File: src/rtl/timer_setpoint_ctrl.sv
// -----------------------------------------------------------------------------
// timer_setpoint_ctrl
//
// Front-panel stage of the egg timer. It turns four raw push buttons into a
// 12-bit seconds setpoint and a one-cycle start request for the countdown
// block. The setpoint is kept between runs and is locked while a countdown is
// in progress.
//
// Ports
//   clk        in   system clock
//   rst        in   asynchronous, active-high reset
//   btn_sec    in   raw button, +1 s (auto-repeats while held)
//   btn_min    in   raw button, +60 s (auto-repeats while held)
//   btn_clear  in   raw button, setpoint <= 0
//   btn_start  in   raw button, launch the countdown
//   timer_done in   one-cycle done pulse from the countdown block
//   load_out   out  setpoint in seconds (countdown load value and display)
//   start      out  one-cycle start request
//   running    out  high while a countdown is in progress
// -----------------------------------------------------------------------------
module timer_setpoint_ctrl #(
  parameter int DEBOUNCE_CYCLES = 1000000,
  parameter int REPEAT_DELAY    = 50000000,
  parameter int REPEAT_PERIOD   = 10000000,
  parameter int MAX_SET         = 3599
) (
  input  logic        clk,
  input  logic        rst,
  input  logic        btn_sec,
  input  logic        btn_min,
  input  logic        btn_clear,
  input  logic        btn_start,
  input  logic        timer_done,
  output logic [11:0] load_out,
  output logic        start,
  output logic        running
);

  localparam int B_SEC   = 0;
  localparam int B_MIN   = 1;
  localparam int B_CLEAR = 2;
  localparam int B_START = 3;

  localparam int DW      = $clog2(DEBOUNCE_CYCLES + 1);
  localparam int RPT_MAX = (REPEAT_DELAY > REPEAT_PERIOD) ? REPEAT_DELAY : REPEAT_PERIOD;
  localparam int RW      = $clog2(RPT_MAX + 1);

  typedef enum logic [1:0] {
    ST_EDIT    = 2'b01,
    ST_RUNNING = 2'b10
  } state_e;

  logic [3:0] raw;
  logic [3:0] press;   // one-cycle press events
  logic [1:0] rpt;     // one-cycle auto-repeat increments (sec, min)

  assign raw = {btn_start, btn_clear, btn_min, btn_sec};

  // Sync pipelines hold reset values for two cycles after rst falls; a button
  // may only arm once its synchronised level is real and seen low.
  logic [1:0] vld_q;

  // NOTE: every button flop and counter resets asynchronously on rst, so a
  // partly debounced press cannot survive a reset.
  always_ff @(posedge clk or posedge rst) begin
    if (rst) vld_q <= '0;
    else     vld_q <= {vld_q[0], 1'b1};
  end

  // ---------------------------------------------------------------------------
  // Per-button conditioning: synchronise, debounce, edge-detect, auto-repeat
  // ---------------------------------------------------------------------------
  for (genvar i = 0; i < 4; i++) begin : g_btn
    logic          s1_q, s2_q;
    logic          db_q, db_prev_q;
    logic          arm_q;
    logic          press_q;
    logic [DW-1:0] deb_cnt_q;

    // NOTE: sequential state uses non-blocking assignments only, so every
    // flop samples the pre-edge value of its neighbours.
    always_ff @(posedge clk or posedge rst) begin
      if (rst) begin
        s1_q      <= 1'b0;
        s2_q      <= 1'b0;
        db_q      <= 1'b0;
        db_prev_q <= 1'b0;
        arm_q     <= 1'b0;
        press_q   <= 1'b0;
        deb_cnt_q <= '0;
      end else begin
        s1_q      <= raw[i];
        s2_q      <= s1_q;
        db_prev_q <= db_q;
        press_q   <= db_q & ~db_prev_q & arm_q;

        // A button held through reset stays disarmed until it is released,
        // so it cannot produce a stale press or auto-repeat.
        if (vld_q[1] && !s2_q && !db_q) arm_q <= 1'b1;

        // Count consecutive samples that disagree with the debounced level.
        if (s2_q == db_q) begin
          deb_cnt_q <= '0;
        end else if (deb_cnt_q == DW'(DEBOUNCE_CYCLES - 1)) begin
          db_q      <= s2_q;
          deb_cnt_q <= '0;
        end else begin
          deb_cnt_q <= deb_cnt_q + 1'b1;
        end
      end
    end

    assign press[i] = press_q;

    if (i < 2) begin : g_rpt
      logic          first_q;
      logic          rpt_q;
      logic [RW-1:0] rpt_cnt_q;
      logic          level;

      assign level = db_q & arm_q;

      // The counter starts with the level, one cycle before the press event,
      // so the first repeat lands REPEAT_DELAY cycles after the press and the
      // later ones every REPEAT_PERIOD cycles.
      always_ff @(posedge clk or posedge rst) begin
        if (rst) begin
          first_q   <= 1'b1;
          rpt_q     <= 1'b0;
          rpt_cnt_q <= '0;
        end else if (!level) begin
          first_q   <= 1'b1;
          rpt_q     <= 1'b0;
          rpt_cnt_q <= '0;
        end else begin
          rpt_q <= 1'b0;
          if (first_q && rpt_cnt_q == RW'(REPEAT_DELAY)) begin
            rpt_q     <= 1'b1;
            first_q   <= 1'b0;
            rpt_cnt_q <= RW'(1);
          end else if (!first_q && rpt_cnt_q == RW'(REPEAT_PERIOD)) begin
            rpt_q     <= 1'b1;
            rpt_cnt_q <= RW'(1);
          end else begin
            rpt_cnt_q <= rpt_cnt_q + 1'b1;
          end
        end
      end

      assign rpt[i] = rpt_q;
    end
  end

  // ---------------------------------------------------------------------------
  // Setpoint / run control
  // ---------------------------------------------------------------------------
  state_e      state_q, state_d;
  logic [11:0] load_q, load_d;
  logic        start_q, start_d;
  logic        running_q, running_d;
  logic        sec_inc, min_inc;
  logic [12:0] sum;

  assign sec_inc = press[B_SEC] | rpt[B_SEC];
  assign min_inc = press[B_MIN] | rpt[B_MIN];

  always_ff @(posedge clk or posedge rst) begin
    if (rst) begin
      state_q   <= ST_EDIT;
      load_q    <= '0;
      start_q   <= 1'b0;
      running_q <= 1'b0;
    end else begin
      state_q   <= state_d;
      load_q    <= load_d;
      start_q   <= start_d;
      running_q <= running_d;
    end
  end

  // NOTE: all outputs of this block get a default before the case so no
  // path leaves one unassigned and no latch is inferred.
  always_comb begin
    state_d   = state_q;
    load_d    = load_q;
    start_d   = 1'b0;
    running_d = running_q;
    sum       = {1'b0, load_q} + (sec_inc ? 13'd1 : 13'd0) + (min_inc ? 13'd60 : 13'd0);

    case (state_q)
      ST_EDIT: begin
        running_d = 1'b0;
        if (press[B_CLEAR]) begin
          load_d = '0;
        end else if (press[B_START] && load_q != '0) begin
          start_d   = 1'b1;
          running_d = 1'b1;
          state_d   = ST_RUNNING;
        end else if (sum > 13'(MAX_SET)) begin
          load_d = 12'(MAX_SET);
        end else begin
          load_d = sum[11:0];
        end
      end
      ST_RUNNING: begin
        // Ignoring done during the start cycle keeps start and done apart.
        if (timer_done && !start_q) begin
          running_d = 1'b0;
          state_d   = ST_EDIT;
        end
      end
      default: begin
        running_d = 1'b0;
        state_d   = ST_EDIT;
      end
    endcase
  end

  assign load_out = load_q;
  assign start    = start_q;
  assign running  = running_q;

endmodule

File: config.mk
export PLATFORM = sky130hd
export DESIGN_NAME = timer_setpoint_ctrl
export DESIGN_NICKNAME = d
export VERILOG_FILES = /design/src/rtl/timer_setpoint_ctrl.sv
export SDC_FILE = /design/constraint.sdc
export NUM_CORES = 1
export LEC_CHECK = 0
export ABC_AREA = 1
export CAP_MARGIN = 20
export CORE_MARGIN = 2
export CORE_UTILIZATION = 55
export CTS_CLUSTER_SIZE = 10
export DETAILED_ROUTE_END_ITERATION = 12
export PLACE_DENSITY = 0.73
export SETUP_SLACK_MARGIN = 0.4
export SLEW_MARGIN = 20
export SYNTH_ARGS = -nofsm -noshare
export SYNTH_HDL_FRONTEND = slang
export SYNTH_SLANG_ARGS = --single-unit
export TNS_END_PERCENT = 10
File: constraint.sdc
create_clock -name clk -period 6.3 [get_ports clk]
set_clock_uncertainty 0.1 [all_clocks]
set_input_delay 0.945 -clock clk [delete_from_list [all_inputs] [get_ports clk]]
set_output_delay 0.945 -clock clk [all_outputs]
set_load 0.05 [all_outputs]
; ---- Word-level counts from Yosys, hierarchy flattened
; Index checks and enable logic that the tools add are counted.
[word_totals]
memories = 0
inputBits = 7
elab_cells = 158
mem_bits_ro = 0
latch_bits = 0
out_inout_bits = 14
reg_bits = 178
ram_bits = 0
[classes]
n_addsub = 8
shift = 0
reduce_logical = 32
n_eq_ne = 20
n_lt_le_gt_ge = 1
multipliers = 0
muxes = 38
n_bitwise = 20
div = 0
[op_table]
columns = cell, n
row1 = $mux W20, 8
row2 = $mux W26, 6
row3 = $add A20 B1 Y20 const B, 4
row4 = $eq A20 B20 Y1 const B, 4
row5 = $add A26 B1 Y26 const B, 2
row6 = $eq A26 B24 Y1 const B, 2
row7 = $eq A26 B26 Y1 const B, 2
row8 = $mux W12, 3
row9 = $mux W1, 15
row10 = $logic_and A1 B1 Y1, 14
row11 = $add A12 B1 Y13, 1
row12 = $add A13 B6 Y13, 1
row13 = $gt A13 B12 Y1 const B, 1
row14 = $reduce_bool A12 Y1, 1
row15 = $logic_not A1 Y1, 11
row16 = $and A1 B1 Y1, 10
row17 = $reduce_and A2 Y1, 5
row18 = $ne A2 B2 Y1 const B, 4
row19 = $not A1 Y1, 8
row20 = $mux W2, 3
row21 = $mux W6, 1
row22 = $eq A1 B1 Y1, 4
row23 = $ne A2 B1 Y1 const B, 2
row24 = $pmux W2 S2, 1
row25 = other kinds (5), 6

; ---- Depth between registers and ports, before layout
[depth]
ltp_word = 8
ltp_mapped = 15
depth_no_buf = 15

; ---- Worst setup path after synthesis
; Ideal clock, no wire load.
[synth_path]
kind = reg-to-reg
startpoint = register load_q[5] (netlist: load_out[5])
endpoint = register load_q[11] (netlist: load_out[11])
arrival_time_ns = 1.993
slack_ns = 4.088
n_path_buf = 0
path_stages_with_launch = 12
synth_period_minus_slack_ns = 2.212
setup_time_ns = 0.118
required_time_ns = 6.082
cell_sequence = dfrtp_1 -> ha_1 -> a21oi_1 -> nand3_2 -> nand2_1 -> nand2_1 -> nor2_1 -> nand3_1 -> nand2_2 -> nand3_1 -> nand2_1 -> nand2_1
[synth_via]
elab_chain_len = 6
word_cells_on_any_way = 10
cone_classes = add/sub: 2 / order compare: 1 / eq/ne: 1 / mux: 3 / reduce/logical: 3
[synth_lines]
columns = element, line_no
row1 = "start, declared", 158  ; logic [11:0] load_q, load_d;
row2 = "start signal, assigned", 175  ; load_q <= load_d;
row3 = $add A12 B1 Y13, 188  ; sum = {1'b0, load_q} + (sec_inc ? 13'd1 : 13'd0) + (min_inc ? 13'd60 : 13'd0);
row4 = $add A13 B6 Y13, 188
row5 = $gt A13 B12 Y1, 199  ; end else if (sum > 13'(MAX_SET)) begin
row6 = $mux W12, 199
row7 = $mux W12, 195  ; end else if (press[B_START] && load_q != '0) begin
row8 = $mux W12, 193  ; if (press[B_CLEAR]) begin
; Several ways; a longest one is shown, not always the timed one. The select of a mux whose other input is x is not followed.
; A chain may end at the register's enable or synchronous reset.

; ---- Worst setup path in the final report
[layout_path]
startpoint = register load_q[6] (netlist: load_out[6])
endpoint = output load_out[6]
[layout_rtl]
columns = element, line_no
row1 = "end, declared", 34  ; output logic [11:0] load_out,
; No word-level cell between the ends.

==> impl_metrics.py <==
metrics = {
    "synthesis": {
        "syn_area_per_cell_um2": 8.108,
        "synthMostInstantiatedCell": "sky130_fd_sc_hd__nand2_1",
        "synth_enable_flop_cells": 0,
        "ys_top_cells_by_count": "215 x sky130_fd_sc_hd__nand2_1, 179 x sky130_fd_sc_hd__nor2_1, 175 x sky130_fd_sc_hd__dfrtp_1",
        "post_synth_inst_count": 1181,
        "syn_nets": 1204,
        "ys_top_cells_by_area": "sky130_fd_sc_hd__dfrtp_1 46%, sky130_fd_sc_hd__nand2_1 8.4%, sky130_fd_sc_hd__nor2_1 7.0%",
        "share_of_synthesized_flip_flops_with_an_asynchronous_set_or_reset_pct": 100.0,
        "synth-seq-area-share_pct": 46.56,
        "synth_ff_type": "sky130_fd_sc_hd__dfrtp_1",
        "ys_seq_elements": 178,
        "synth.cell_area_mm2": 0.009575,
        "synthesis.yosys.warnings": 0,
        "synth_largest_area_cell": "sky130_fd_sc_hd__dfrtp_1",
        "ys_types": 49,
        "synth_top_area_share_pct": 45.73,
    },
    "floorplan": {
        "initial_core_util_pct": 55.75,
        "floorplan.die.width_um": 135.9,
        "fp.coreArea_mm2": 0.01718,
        "rows": 48,
        "io_pins": 21,
        "floorplan.die_area_mm2": 0.01848,
        "die_y_um": 135.9,
    },
    "pwr": {
        "p_leak_uw": 0.004768,
        "ir_drop_v": 0.0002046,
        "p_clk_share_pct": 45.4,
        "seqPwrFrac_pct": 52.2,
        "switching_share_pct": 22.66,
        "internal_power_uw": 1716,
        "power.total_uw": 2219,
        "comb_power_share_pct": 2.4,
        "netSwitchingPower_uw": 502.8,
        "power.density_cell_area_mw_per_mm2": 209.7,
    },
    "setup_path": {
        "cp.buffers_inverters": 1,
        "critPathArrivalTime_ns": 1.88,
        "timing.critical_path.from": "load_out[6]$_DFFE_PP0P_",
        "cpMaxStageDelayCell": "sky130_fd_sc_hd__clkdlybuf4s50_1",
        "end_kind": "primary output",
        "timing.critical_path.max_delay_family": "buffers and inverters",
        "type_of_origin_of_the_critical_path": "flip-flop",
        "rr_startpoint": "g_btn[1].g_rpt.rpt_q$_DFF_PP0_",
        "timing.critical_path.slowest_cell_delay_ns": 0.88,
        "timing.critical_path.cells": "clkdlybuf4s50_1",
        "cp_data_required_time_ns": 5.25,
        "crit_path_max_fanout": 10,
        "path_class": "flip-flop to primary output",
    },
    "timing": {
        "worst_slack_ns": 3.374,
        "finalWorstPathRequiredPeriod_ns": 2.926,
        "fin_crit_sh_pct": 46.44,
        "slew_violations": 0,
        "rsz0062_at_grt": "no",
        "slew_headroom_pct": 53.00,
        "max_freq_ghz": 0.3418,
        "timing.hold.ws_ns": 0.2500,
        "setup_total_negative_slack_ns": 0,
        "tightest_slew_ns": 0.7049,
        "setup_violations": 0,
        "hold_violations": 0,
    },
    "place": {
        "placement.io_buffers": 20,
        "routabilityCongestion": 0.9548,
        "dp_slack_ns": 3.500,
        "hpwlAfterDp_mm": 13.99,
        "placedInstanceArea_mm2": 0.01002,
    },
    "drt": {
        "drc_errors": 0,
        "routed_wl_mm": 19.24,
        "postRouteAntennaNets": 0,
        "detail_route.vias_per_cell": 5.299,
        "wl_per_cell_um": 13.26,
        "detailedRoute.firstPassIterationCount": 5,
        "dr_total_vias": 7689,
        "iteration_0_drc_count_of_the_detailed_router": 451,
    },
    "global_routing": {
        "grt_max_degree": 79,
        "via_count_of_the_first_global_routing_pass": 7318,
        "global_route.usage.total_pct": 22.85,
        "number_of_antenna_violations_at_the_first_check_in_global_routing": 0,
        "global_route_wire_length_before_repair_mm": 33.94,
        "global_route.overflow_total": 0,
    },
    "cells_and_area": {
        "fin_nets": 1236,
        "fillCellCount": 1562,
        "design_area_mm2": 0.01058,
        "insertedDiodeCount": 0,
        "drive_gt1_share_pct": 8.972,
        "area_growth_pct": 10.49,
    },
    "hold_path": {
        "min_from": "g_btn[0].s1_q$_DFF_PP0_",
        "worst_hold_path_type": "flip-flop to flip-flop",
    },
    "run": {
        "drv_cap": 0,
    },
    "clock_tree": {
        "cts_htree_levels": 4,
        "root_buffer": "sky130_fd_sc_hd__clkbuf_16",
        "number_of_cts_inserted_buffers": 17,
        "cts-hold-fix-buffers": 0,
        "number_of_buffers_between_clock_root_and_the_deepest_sink": 2,
        "cts.reportedPaths.clkPinSlew_ns": 0.06,
        "cts_tree": "yes",
        "cts_setup_buffers": 0,
        "post_cts_resize_count": 0,
        "clock-sinks": 178,
        "clk_latency_ns": 0.44,
    },
    "outcome": {
        "run_status": "finished, final reports clean",
    },
}
==> state kept, by name, indices dropped and copies added (netlist names), 4 cells and up <==
signal	flops
g_btn.deb_cnt_q	80
g_btn.g_rpt.rpt_cnt_q	52
load_out	12
g_btn.arm_q	4
g_btn.db_prev_q	4
g_btn.db_q	4
g_btn.press_q	4
g_btn.s1_q	4
g_btn.s2_q	4
==> path summary, 6_finish.rpt <==
path | end | slack, ns | cells past startpoint
worst max-delay path | load_out[6] | 3.37 | 1
worst min-delay path | g_btn[0].s2_q$_DFF_PP0_ | 0.25 | 0
worst max register to register | load_out[1]$_DFFE_PP0P_ | 3.81 | 12
worst min register to register | g_btn[0].s2_q$_DFF_PP0_ | 0.25 | 0
max in group asynchronous | g_btn[2].deb_cnt_q[13]$_DFF_PP0_ | 4.04 | 3
min in group asynchronous | g_btn[1].deb_cnt_q[15]$_DFF_PP0_ | 0.86 | 2
==> through the flow <==
step | instances | utilization (%)
after floorplan | 1181 | -
after global placement | 1419 | 58.35
after detailed placement | 1419 | 58.35
after CTS | 1451 | 61.60
after global routing | 1451 | 61.60
final | 1451 | 61.60
==> cell usage in the layout, fill, tap and decap left out, types with 5 or more instances in the layout <==
cell type and count:
sky130_fd_sc_hd__a21oi_1 37, sky130_fd_sc_hd__a211oi_1 5, sky130_fd_sc_hd__nor3b_1 6, sky130_fd_sc_hd__inv_1 166
sky130_fd_sc_hd__xnor2_1 13, sky130_fd_sc_hd__xor2_1 38, sky130_fd_sc_hd__dfrtp_1 175, sky130_fd_sc_hd__ha_1 16
sky130_fd_sc_hd__nand4_1 37, sky130_fd_sc_hd__nand3_2 12, sky130_fd_sc_hd__nand3_1 73, sky130_fd_sc_hd__nor2_4 6
sky130_fd_sc_hd__nor4_1 22, sky130_fd_sc_hd__nand2_1 215, sky130_fd_sc_hd__nor2_2 10, sky130_fd_sc_hd__o21ai_0 26
sky130_fd_sc_hd__clkbuf_16 17, sky130_fd_sc_hd__inv_6 5, sky130_fd_sc_hd__nor2_1 179, sky130_fd_sc_hd__nor3_2 7
sky130_fd_sc_hd__inv_2 6, sky130_fd_sc_hd__o21a_1 5, sky130_fd_sc_hd__nand2_2 9, sky130_fd_sc_hd__clkdlybuf4s50_1 20
sky130_fd_sc_hd__a31oi_1 6, sky130_fd_sc_hd__nor3_1 54
==> cell families (layout without fill, tap and decap cells) <==
family          count (synthesis)  in the layout  synth area share [%]
compound gates                 99             99                 6.050
xor+xnor                       51             51                 4.665
fa+ha+maj                      16             16                 2.091
buf+inv                       182            227                 7.357
flops                         178            178                 46.56
mux                             4              4                0.4704
other cells                     1              1               0.03916
simple gates                  650            650                 32.77
==> power by group through the flow <==
stage / clock [uW] / sequential [uW] / combinational [uW]
floorplan: 0 / 1180 / 38.0
global placement: 0 / 1180 / 53.9
detailed placement: 0 / 1180 / 54.4
CTS: 1030 / 1160 / 55.0
global route: 1080 / 1160 / 63.1
finish: 1010 / 1160 / 52.4
==> area by class of cell <==
cell class	count	area (um^2)	area share (%)
repair buffers	22	215.2	2.034
clock buffers	19	432.9	4.092
inverters	173	654.4	6.185
well taps	225	281.5	2.661
clock inverters	13	125.1	1.183
multi-input cells	821	4413	41.71
flip-flops and latches	178	4458	42.14
==> layer usage <==
metal  vias to the layer above  global-route usage [%]  wire [um]
li1                       3909                       -          -
met1                      3603                   32.07       9375
met2                       155                   36.39       8930
met3                        22                   4.437        700
met4                         0                   6.539        230
met5                         -                       0          0
Note: power is estimated with default switching activity, not from simulation.
